<file path="src/rtl/alu_div_pkg.sv">
// Shared types and constants for the sequential divider.
// Holds the FSM state enum, default width and counter width helper.
package alu_div_pkg;

    typedef enum logic [1:0] {
        IDLE,
        RUN,
        DONE
    } div_state_t;

    localparam int DIV_WIDTH_DEFAULT = 8;
    localparam int DIV_CNT_W = $clog2(DIV_WIDTH_DEFAULT);

    // Counter width for an arbitrary operand width; never below 1 bit.
    function automatic int cnt_width(input int w);
        return (w > 1) ? $clog2(w) : 1;
    endfunction

endpackage

</file>
<file path="src/rtl/div_step.sv">
// One combinational restoring-division step.
// Ports: p_i partial remainder, q_msb_i bit shifted in, divisor_i;
//        next_p_o updated remainder, q_bit_o quotient bit produced.
module div_step #(
    parameter int WIDTH = 8
) (
    input  logic [WIDTH-1:0] p_i,
    input  logic             q_msb_i,
    input  logic [WIDTH-1:0] divisor_i,
    output logic [WIDTH-1:0] next_p_o,
    output logic             q_bit_o
);

    logic [WIDTH:0] shifted;
    logic [WIDTH:0] trial;

    // P < divisor on entry, so the shifted value is below 2*divisor and
    // the difference fits a signed WIDTH+1 result; its MSB is the borrow.
    assign shifted  = {p_i, q_msb_i};
    assign trial    = shifted - {1'b0, divisor_i};
    assign q_bit_o  = ~trial[WIDTH];
    assign next_p_o = q_bit_o ? trial[WIDTH-1:0] : shifted[WIDTH-1:0];

endmodule

</file>
<file path="src/rtl/seq_divider.sv">
// Iterative unsigned restoring divider, one quotient bit per clock.
// Ports: clk, rst_n (async low), start, dividend, divisor in;
//        busy, done (1-cycle pulse), quotient, remainder, div_by_zero out.
module seq_divider
    import alu_div_pkg::*;
#(
    parameter int WIDTH = DIV_WIDTH_DEFAULT
) (
    input  logic             clk,
    input  logic             rst_n,
    input  logic             start,
    input  logic [WIDTH-1:0] dividend,
    input  logic [WIDTH-1:0] divisor,
    output logic             busy,
    output logic             done,
    output logic [WIDTH-1:0] quotient,
    output logic [WIDTH-1:0] remainder,
    output logic             div_by_zero
);

    localparam int CW = cnt_width(WIDTH);

    div_state_t       state_q;
    logic [CW-1:0]    cnt_q;
    logic [WIDTH-1:0] p_q;
    logic [WIDTH-1:0] q_q;
    logic [WIDTH-1:0] dvs_q;
    logic             busy_q;
    logic             done_q;
    logic             dbz_q;
    logic [WIDTH-1:0] quot_q;
    logic [WIDTH-1:0] rem_q;

    logic [WIDTH-1:0] p_d;
    logic             qbit_d;

    div_step #(
        .WIDTH (WIDTH)
    ) u_step (
        .p_i       (p_q),
        .q_msb_i   (q_q[WIDTH-1]),
        .divisor_i (dvs_q),
        .next_p_o  (p_d),
        .q_bit_o   (qbit_d)
    );

    // q_q doubles as the captured dividend: it is loaded in both the
    // normal and divide-by-zero paths and never shifted for the latter.
    always_ff @(posedge clk or negedge rst_n) begin
        if (!rst_n) begin
            state_q <= IDLE;
            cnt_q   <= '0;
            p_q     <= '0;
            q_q     <= '0;
            dvs_q   <= '0;
            busy_q  <= 1'b0;
            done_q  <= 1'b0;
            dbz_q   <= 1'b0;
            quot_q  <= '0;
            rem_q   <= '0;
        end else begin
            done_q <= 1'b0;
            unique case (state_q)
                IDLE: begin
                    if (start) begin
                        dvs_q   <= divisor;
                        q_q     <= dividend;
                        p_q     <= '0;
                        cnt_q   <= CW'(WIDTH - 1);
                        dbz_q   <= 1'b0;
                        busy_q  <= 1'b1;
                        state_q <= (divisor == '0) ? DONE : RUN;
                    end
                end
                RUN: begin
                    p_q   <= p_d;
                    q_q   <= {q_q[WIDTH-2:0], qbit_d};
                    cnt_q <= cnt_q - 1'b1;
                    if (cnt_q == '0) begin
                        state_q <= DONE;
                    end
                end
                DONE: begin
                    done_q  <= 1'b1;
                    busy_q  <= 1'b0;
                    state_q <= IDLE;
                    if (dvs_q == '0) begin
                        quot_q <= '1;
                        rem_q  <= q_q;
                        dbz_q  <= 1'b1;
                    end else begin
                        quot_q <= q_q;
                        rem_q  <= p_q;
                    end
                end
                default: begin
                    state_q <= IDLE;
                end
            endcase
        end
    end

    assign busy        = busy_q;
    assign done        = done_q;
    assign quotient    = quot_q;
    assign remainder   = rem_q;
    assign div_by_zero = dbz_q;

endmodule

</file>
<file path="config.mk">
export PLATFORM = sky130hd
export DESIGN_NAME = seq_divider
export DESIGN_NICKNAME = d
export VERILOG_FILES = /design/src/rtl/alu_div_pkg.sv /design/src/rtl/div_step.sv /design/src/rtl/seq_divider.sv
export SDC_FILE = /design/constraint.sdc
export NUM_CORES = 1
export LEC_CHECK = 0
export ABC_CLOCK_PERIOD_IN_PS = 2900
export CAP_MARGIN = 20
export CORE_AREA = 2 2 82 84
export CTS_CLUSTER_DIAMETER = 30
export DETAILED_ROUTE_END_ITERATION = 12
export DIE_AREA = 0 0 84 86
export GPL_TIMING_DRIVEN = 0
export HOLD_SLACK_MARGIN = 0.15
export PLACE_DENSITY = 0.7
export SLEW_MARGIN = 20
export SYNTH_ARGS = -nofsm -noshare
export SYNTH_HDL_FRONTEND = slang
export SYNTH_SLANG_ARGS = --single-unit
</file>
<file path="constraint.sdc">
create_clock -name clk -period 2.9 [get_ports clk]
set_input_delay 0.58 -clock clk [delete_from_list [all_inputs] [get_ports clk]]
set_output_delay 0.58 -clock clk [all_outputs]
set_load 0.01 [all_outputs]
</file>
==> flow_summary_export.csv, run 1 <==
group,metric,value,unit
power,pwr-share-comb,55.2,%
cts,cts_buffers,5,
timing,setup_slack,0.170,ns
grt,first_global_vias,1898,
timing,fin_crit_sh,94.1,%
run_status,status,"completed",
logic_synthesis,synth_warnings,0,
power,p_switching,1.50,mW
grt,grt_pass1_wl,9280,µm
placed_design,gp_congestion,0.875,
worst_setup_path,critPathKind,"register to register",
worst_setup_path,critPathRequiredTime,3.14,ns
route,ant_nets,0,
job,cap_violations,0,
timing,max_freq,366,MHz
worst_setup_path,reg2reg_to,"p_q[4]",
power,p_leak,1.32,nW
finish,antenna_cells,0,
route,finalWirelength,5420,µm
grt,gr-total-overflow,0,
finish,stdcell_count,377,
cts,cts_resized,0,
route,drc_errors,0,
floorplan,fp.dieW,84,µm
worst_setup_path,cp_data_arrival_time,2.97,ns
timing,rsz0062_at_grt,"no",
logic_synthesis,syn_area_per_cell,9.64,µm²
timing,whs,0.268,ns
logic_synthesis,synth_area,2470,µm²
finish,drive_gt1_share,6.33,%
worst_setup_path,r2r_start,"q_q[7]",
floorplan,io_pins,38,
timing,setup_violations,0,
timing,finalCriticalPeriod,2.73,ns
power,seqPwrFrac,34.2,%
power,p_per_area,1200,nW/µm²
power,vdd_ir_drop_max,0.508,mV
logic_synthesis,syn_nets,286,
worst_setup_path,crit_path_end,"p_q[4]",
logic_synthesis,yosys.area.top_type,"dfrtp_1",
route,viasPerCell,5.26,
logic_synthesis,synth_cell_type_count,39,
floorplan,start_util,39.3,%
floorplan,dieArea,7220,µm²
worst_setup_path,worstSetupEndpointType,"register",
worst_setup_path,worstSetupStartpointType,"register",
cts,post_cts.repair.setup_buffers,0,
floorplan,core_area,6280,µm²
grt,grt_start_max_net_pins,26,
power,switching_share,41.3,%
cts,ctsHoldBuffers,0,
timing,finalHoldViolCount,0,
grt,grt.total_usage,16.0,%
floorplan,fp-row-count,29,
logic_synthesis,synth_top_area_share,48.7,%
floorplan,die_h,86,µm
cts,clock_latency,0.30,ns
logic_synthesis,ys_seq_area_share,48.7,%
timing,slew_violations,0,
logic_synthesis,synth_area_leaders,"dfrtp_1 (49%), nand2_1 (7.2%), o21ai_0 (6.3%)",
cts,htreeDepth,2,
finish,nets,330,
placed_design,port_buffers,36,
finish,syn2layout_area_growth,22.4,%
min_path,hp-class,"primary input to async pin",
cts,cts_root_buf,"clkbuf_8",
route,vias,1982,
cts,cts.clk_slew.worst_paths,0.09,ns
placed_design,dp_worst_setup_slack,0.119,ns
timing,fin_skew,0.0102,ns
placed_design,hpwl,4200,µm
worst_setup_path,r2r_slack,0.17,ns
grt,antenna_found_initial,0,
worst_setup_path,cp-startpoint,"q_q[7]",
placed_design,dp.cells,370,
timing,tightest_slew,0.574,ns
route,drt_pass1_iterations,4,
power,p_int,2.13,mW
timing,slew_headroom,61.6,%
route,detail_route.wl_per_cell,14.4,µm
cts,cts_tree,"yes",
logic_synthesis,synth_seq_cells,48,
cts,cts_num_sinks,48,
route,drtIter0Drc,61,
power,p_total,3.63,mW
cts,clock_path_buffers,2,
power,clkPwrFrac,10.7,%
worst_setup_path,critPathMaxFanout,3,
worst_setup_path,r2r_cells,9,
timing,tns,0,ns
logic_synthesis,syn_inst,256,
worst max-delay path: stages (launching register included):
cell and delay [ns]:
dfrtp_1 0.39, inv_1 0.10, ha_1 0.22, fa_1 0.40, nand2b_1 0.21, a211oi_2 0.24, mux2i_1 0.32, a2111oi_4 0.08
or4_2 0.62, nand3_1 0.08
layout by cell type, fill, tap and decap left out, drive strengths merged, types with 3 or more instances in the layout:
cell type	count
o311ai	3
clkdlybuf4s50	35
clkinv	3
mux2i	13
nand2b	5
dfrtp	48
nand3	5
clkbuf	11
o22ai	13
or4	3
a21oi	14
nand2	47
o21ai	34
nor2	8
ha	10
buf	6
inv	14
xnor2	4
layer usage:
| metal | up-vias | part of all wire (%) | GRT usage (%) |
|---|---|---|---|
| li1 | 1001 | - | - |
| met1 | 943 | 48 | 21.8 |
| met2 | 33 | 49 | 26.8 |
| met3 | 5 | 2.5 | 2.60 |
| met4 | 0 | 0.66 | 3.96 |
| met5 | - | 0 | 0 |
how the worst min path moves through the flow:
stage | from | slack, ns | end
2_1_floorplan | rst_n | 0.28 | busy
3_3_place_gp | quotient[6] | 0.45 | quotient[6]
3_5_place_dp | quotient[1] | 0.46 | quotient[1]
4_1_cts | rst_n | 0.28 | cnt_q[0]
5_1_grt | rst_n | 0.30 | p_q[0]
6_report | rst_n | 0.27 | cnt_q[0]
cell type report:
cell class | instances | area (µm²)
Fill cell | 587 | 3260
Sequential cell | 48 | 1200
Multi-Input combinational cell | 182 | 1140
Timing Repair Buffer | 37 | 375
Tap cell | 77 | 96.3
Clock buffer | 5 | 68.8
Buffer | 10 | 61.3
Inverter | 16 | 60.1
Clock inverter | 2 | 12.5
through the flow:
stage | instance area, µm² | utilization, %
2_1_floorplan | 2470 | -
3_3_place_gp | 2920 | 46.6
3_5_place_dp | 2940 | 46.8
4_1_cts | 3020 | 48.1
5_1_grt | 3020 | 48.1
6_report | 3020 | 48.1
power groups by stage:
stage / clock network [mW] / logic (mW) / registers, mW
floorplan: 0 / 1.41 / 1.24
global placement: 0 / 1.97 / 1.24
detailed placement: 0 / 2.02 / 1.26
CTS: 0.393 / 2.02 / 1.24
global route: 0.425 / 2.25 / 1.29
finish: 0.388 / 2.01 / 1.24
cell usage after synthesis, drive strengths merged:
library cell / count
o32ai: 1
nand2b: 5
clkbuf: 6
and2: 1
dfrtp: 48
buf: 4
nand2: 47
a21o: 2
a2111oi: 1
a211oi: 2
mux2: 1
o311ai: 3
o21a: 2
mux2i: 13
nor2b: 1
a22oi: 2
nor2: 8
ha: 10
a21oi: 14
o22a: 2
xnor2: 4
nand3: 5
nor3: 1
or4: 3
fa: 1
nor4: 2
a22o: 2
clkinv: 2
inv: 14
o21ai: 34
o22ai: 13
o2111ai: 1
nand4b: 1
state kept, by name (all words and copies together), names as in the netlist:
| signal | count |
|---|---|
| q_q | 8 |
| p_q | 8 |
| busy | 1 |
| div_by_zero | 1 |
| quotient | 8 |
| state_q | 2 |
| cnt_q | 3 |
| done | 1 |
| dvs_q | 8 |
| remainder | 8 |
logic make-up after synthesis:
| kind of cell | share of synthesized area [%] |
|---|---|
| AOI/OAI and AO/OA | 20.2 |
| and+or+nand+nor | 13.2 |
| DFF | 48.7 |
| buffers and inverters | 4.92 |
| muxes | 5.73 |
| adders and majority gates | 5.88 |
| xor gates and xnor gates | 1.42 |
No activity file was read; power rests on OpenSTA's default activity.
==> run 2, diff against run 1 <==
Settings changed: ABC_CLOCK_PERIOD_IN_PS 2900 to 2700, GPL_ROUTABILITY_DRIVEN set to 1, SLEW_MARGIN 20 to 40.
Clock period 2.9 ns to 2.7 ns, I/O delays scaled along.
==> flow_summary_export.csv, run 2 (synthesized netlist as in run 1, its figures left out) <==
group,metric,value,unit
cts,cts.clk_slew.worst_paths,0.09,ns
floorplan,dieArea,7220,µm²
grt,grt_start_max_net_pins,26,
power,p_int,2.34,mW
floorplan,core_area,6280,µm²
timing,finalCriticalPeriod,2.58,ns
cts,cts_num_sinks,48,
power,vdd_ir_drop_max,0.542,mV
cts,cts_buffers,5,
floorplan,die_h,86,µm
route,vias,1995,
timing,slew_headroom,62.0,%
floorplan,fp-row-count,29,
worst_setup_path,critPathRequiredTime,2.94,ns
finish,final_common_cell,"dfrtp_1",
timing,fin_skew,0.0106,ns
timing,slew_violations,0,
placed_design,gp_congestion,0.875,
grt,grt.total_usage,16.1,%
route,drtIter0Drc,50,
timing,tightest_slew,0.568,ns
power,p_per_area,1300,nW/µm²
timing,whs,0.470,ns
grt,gr-total-overflow,0,
grt,grt_pass1_wl,9330,µm
power,clkPwrFrac,10.3,%
power,p_switching,1.65,mW
grt,antenna_found_initial,0,
timing,fin_crit_sh,95.6,%
cts,cts_root_buf,"clkbuf_8",
worst_setup_path,worstSetupEndpointType,"register",
power,pwr-share-comb,56.3,%
worst_setup_path,critPathMaxFanout,3,
grt,first_global_vias,1918,
route,viasPerCell,5.25,
timing,setup_violations,0,
route,detail_route.wl_per_cell,14.4,µm
timing,max_freq,388,MHz
worst_setup_path,cp_data_arrival_time,2.82,ns
placed_design,hpwl,4200,µm
finish,antenna_cells,0,
cts,clock_latency,0.30,ns
placed_design,port_buffers,36,
finish,nets,333,
worst_setup_path,critPathKind,"register to register",
cts,clock_path_buffers,2,
route,ant_nets,0,
finish,final_cell_mix,"dfrtp_1 (48), nand2_1 (47), clkdlybuf4s50_1 (35)",
finish,fillCellCount,582,
floorplan,start_util,39.3,%
cts,htreeDepth,2,
min_path,hp-class,"register to register",
placed_design,dp.cells,370,
finish,syn2layout_area_growth,24.4,%
job,cap_violations,0,
finish,stdcell_count,380,
timing,finalHoldViolCount,0,
floorplan,io_pins,38,
route,finalWirelength,5480,µm
power,p_leak,1.34,nW
route,drt_pass1_iterations,4,
floorplan,fp.dieW,84,µm
power,switching_share,41.4,%
route,drc_errors,0,
finish,drive_gt1_share,7.92,%
run_status,status,"completed",
cts,cts_tree,"yes",
worst_setup_path,worstSetupStartpointType,"register",
power,seqPwrFrac,33.4,%
## run 2: changes by cell type in the layout (fill, tap and decap cells not counted), sizes merged
| cell | previous run | this run |
|---|---|---|
| dlygate4sd3 | 0 | 1 |
| buf | 6 | 8 |
## run 2: path summary, 6_finish.rpt
check / startpoint / to / slack (ns) / cells after the start
max in group asynchronous: rst_n / remainder[0] / 1.58 / 3
min in group asynchronous: rst_n / p_q[0] / 0.68 / 2
max reg2reg: q_q[7] / p_q[4] / 0.12 / 9
min reg2reg: quotient[1] / quotient[1] / 0.47 / 2
min: quotient[1] / quotient[1] / 0.47 / 2
max: q_q[7] / p_q[4] / 0.12 / 9
## run 2: final cells by class
cell class,instances,area (µm²),area share (%)
flip-flops and latches,48,1200,39.1
multi-input cells,182,1170,38.0
repair buffers,40,403,13.1
well taps,77,96.3,3.14
clock buffers,5,68.8,2.24
plain buffers,10,61.3,2.00
inverters,16,60.1,1.96
clock inverters,2,12.5,0.408
## run 2: power groups by stage
stage	Sequential [mW]	Clock [mW]	Combinational, mW
2_1_floorplan	1.33	0	1.51
3_3_place_gp	1.33	0	2.11
3_5_place_dp	1.35	0	2.17
4_1_cts	1.33	0.422	2.21
5_1_grt	1.38	0.456	2.51
6_report	1.33	0.414	2.25
## run 2: what timing repair did
action | in CTS | in global routing
hold buffers | 1 | 0
pin swaps | 2 | 1
endpoints found under the hold margin | 23 | 0
endpoints found under the setup margin | 7 | 6
buffers inserted | 1 | 1
gates resized for setup | 1 | 3
## run 2: per-stage QoR
step | area [µm²] | util [%] | total power, mW | TNS, ns | setup WS [ns]
after floorplan | 2470 | - | 2.84 | 0 | 0.203
after global placement | 2920 | 46.6 | 3.45 | -13.06 | -0.272
after detailed placement | 2940 | 46.9 | 3.52 | -0.277 | -0.0813
after CTS | 3050 | 48.6 | 3.97 | 0 | 0.00278
after global routing | 3070 | 48.9 | 4.35 | -0.00179 | -0.00179
final | 3070 | 48.9 | 4.00 | 0 | 0.120
## run 2: metal layers
metal  vias up  global-route usage (%)  wire length (µm)
met5         -                       0                 0
met4         0                    3.96                36
met3         5                    2.60               154
met2        38                    27.1              2670
met1       950                    21.9              2620
li1       1002                       -                 -
## run 2: worst max-delay path, cell delays in order (launching register included)
cell and delay [ns]:
dfrtp_1 0.36, inv_1 0.09, ha_1 0.22, fa_2 0.36, nand2b_4 0.17, a211oi_4 0.24, mux2i_2 0.30, a2111oi_4 0.08
or4_2 0.62, nand3_1 0.08
==> run 3, diff against run 2 <==
Settings changed: CORE_AREA 2 2 82 84 to 4 4 84 86, DIE_AREA 0 0 84 86 to 0 0 88 90, MAX_ROUTING_LAYER set to met4, SKIP_CTS_REPAIR_TIMING set to 1.
==> flow_summary_export.csv, run 3 (synthesized netlist as in run 1, its figures left out) <==
group,metric,value,unit
worst_setup_path,critPathMaxFanout,3,
floorplan,start_util,39.3,%
timing,fin_crit_sh,97.2,%
run_status,status,"completed",
placed_design,dp.cells,370,
power,vdd_ir_drop_max,0.596,mV
timing,setup_slack,0.0744,ns
cts,cts_root_buf,"clkbuf_8",
cts,clock_latency,0.31,ns
route,viasPerCell,5.34,
timing,finalHoldViolCount,0,
worst_setup_path,r2r_slack,0.07,ns
grt,first_global_vias,2024,
cts,cts_num_sinks,48,
worst_setup_path,critPathKind,"register to register",
route,drc_errors,0,
grt,grt_pass1_wl,9510,µm
floorplan,fp-row-count,29,
worst_setup_path,crit_chain,"inv_1 > ha_1 > fa_2 > nand2b_4 > a211oi_2 > mux2i_1 > a2111oi_4 > or4_2 > nand3_1",
worst_setup_path,cp_data_arrival_time,2.88,ns
power,p_per_area,1320,nW/µm²
finish,nets,331,
timing,slew_violations,0,
timing,tightest_slew,0.581,ns
floorplan,core_area,6280,µm²
worst_setup_path,worstSetupStartpointType,"register",
route,drtIter0Drc,84,
floorplan,dieArea,7920,µm²
job,cap_violations,0,
timing,max_freq,381,MHz
cts,cts_tree,"yes",
cts,clock_path_buffers,2,
min_path,hp-class,"register to register",
min_path,hold_depth,2,
floorplan,fp.dieW,88,µm
cts,cts_buffers,5,
timing,tns,0,ns
finish,final_util,49.0,%
finish,final_common_cell,"dfrtp_1",
route,drt_pass1_iterations,4,
worst_setup_path,r2r_start,"q_q[7]",
worst_setup_path,r2r_cells,9,
floorplan,io_pins,38,
timing,setup_violations,0,
floorplan,die_h,90,µm
worst_setup_path,worstSetupEndpointType,"register",
power,p_leak,1.34,nW
finish,stdcell_count,379,
timing,finalCriticalPeriod,2.63,ns
grt,grt.total_usage,15.6,%
placed_design,port_buffers,36,
placed_design,dp_worst_setup_slack,-0.0363,ns
worst_setup_path,critPathRequiredTime,2.95,ns
grt,gr-total-overflow,0,
route,finalWirelength,5480,µm
finish,antenna_cells,0,
placed_design,hpwl,4210,µm
grt,antenna_found_initial,0,
worst_setup_path,slowest_stage,"or4_2",
power,p_total,4.06,mW
cts,cts.clk_slew.worst_paths,0.09,ns
finish,final_cell_mix,"dfrtp_1 (48), nand2_1 (47), clkdlybuf4s50_1 (35)",
route,detail_route.wl_per_cell,14.5,µm
route,ant_nets,0,
worst_setup_path,reg2reg_to,"p_q[4]",
timing,slew_headroom,61.1,%
route,vias,2024,
timing,fin_skew,0.00568,ns
min_path,hp-start,"quotient[3]",
grt,grt_start_max_net_pins,45,
cts,htreeDepth,2,
finish,syn2layout_area_growth,24.7,%
finish,drive_gt1_share,7.28,%
min_path,min_to,"quotient[3]",
timing,rsz0062_at_grt,"no",
worst_setup_path,max_stage_delay,0.62,ns
placed_design,gp_congestion,0.824,
## run 3: cell count changes in the layout (fill, tap and decap cells not counted), sizes merged
cell / previous run / this run
buf: 8 / 6
bufinv: 0 / 1
clkinv: 3 / 2
inv: 14 / 15
## run 3: cell type report
class / count / area [µm²]
inverters: 16 / 60.1
repair buffers: 38 / 388
multi-input cells: 182 / 1150
plain buffers: 10 / 61.3
clock buffers: 5 / 68.8
well taps: 77 / 96.3
fillers: 584 / 3200
flip-flops and latches: 48 / 1200
clock inverters: 3 / 46.3
## run 3: worst max path at each step
stage,start,to,cells after the start
5_1_grt,q_q[7],p_q[4],9
2_1_floorplan,q_q[7],p_q[4],9
4_1_cts,q_q[7],p_q[5],10
6_report,q_q[7],p_q[4],9
3_5_place_dp,q_q[7],p_q[5],10
3_3_place_gp,rst_n,dvs_q[7],1
## run 3: per-stage QoR
step / cell area (µm²) / hold slack (ns)
6_report: 3080 / 0.470
5_1_grt: 3080 / 0.497
4_1_cts: 3060 / 0.0131
3_5_place_dp: 2940 / 0.354
3_3_place_gp: 2920 / 0.451
2_1_floorplan: 2470 / 0.244
## run 3: critical path: cells and delay by family, from the launching register on
kind	cells	cell delay [ns]
fa+ha+maj	2	0.58
flops	1	0.38
mux	1	0.31
simple gates	3	0.86
buf+inv	1	0.10
compound gates	2	0.33
## run 3: per-layer routing
| metal | GRT usage, % | wire length [µm] |
|---|---|---|
| met1 | 20.6 | 2510 |
| met2 | 23.7 | 2600 |
| met3 | 3.29 | 296 |
| met4 | 4.99 | 75 |
| met5 | - | 0 |
## run 3: report_power, final
group | internal (mW) | total [mW] | switching (mW) | leakage, nW
sequential | 1.06 | 1.32 | 0.263 | 0.577
combinational | 1.08 | 2.20 | 1.12 | 0.710
clock | 0.279 | 0.537 | 0.258 | 0.0548
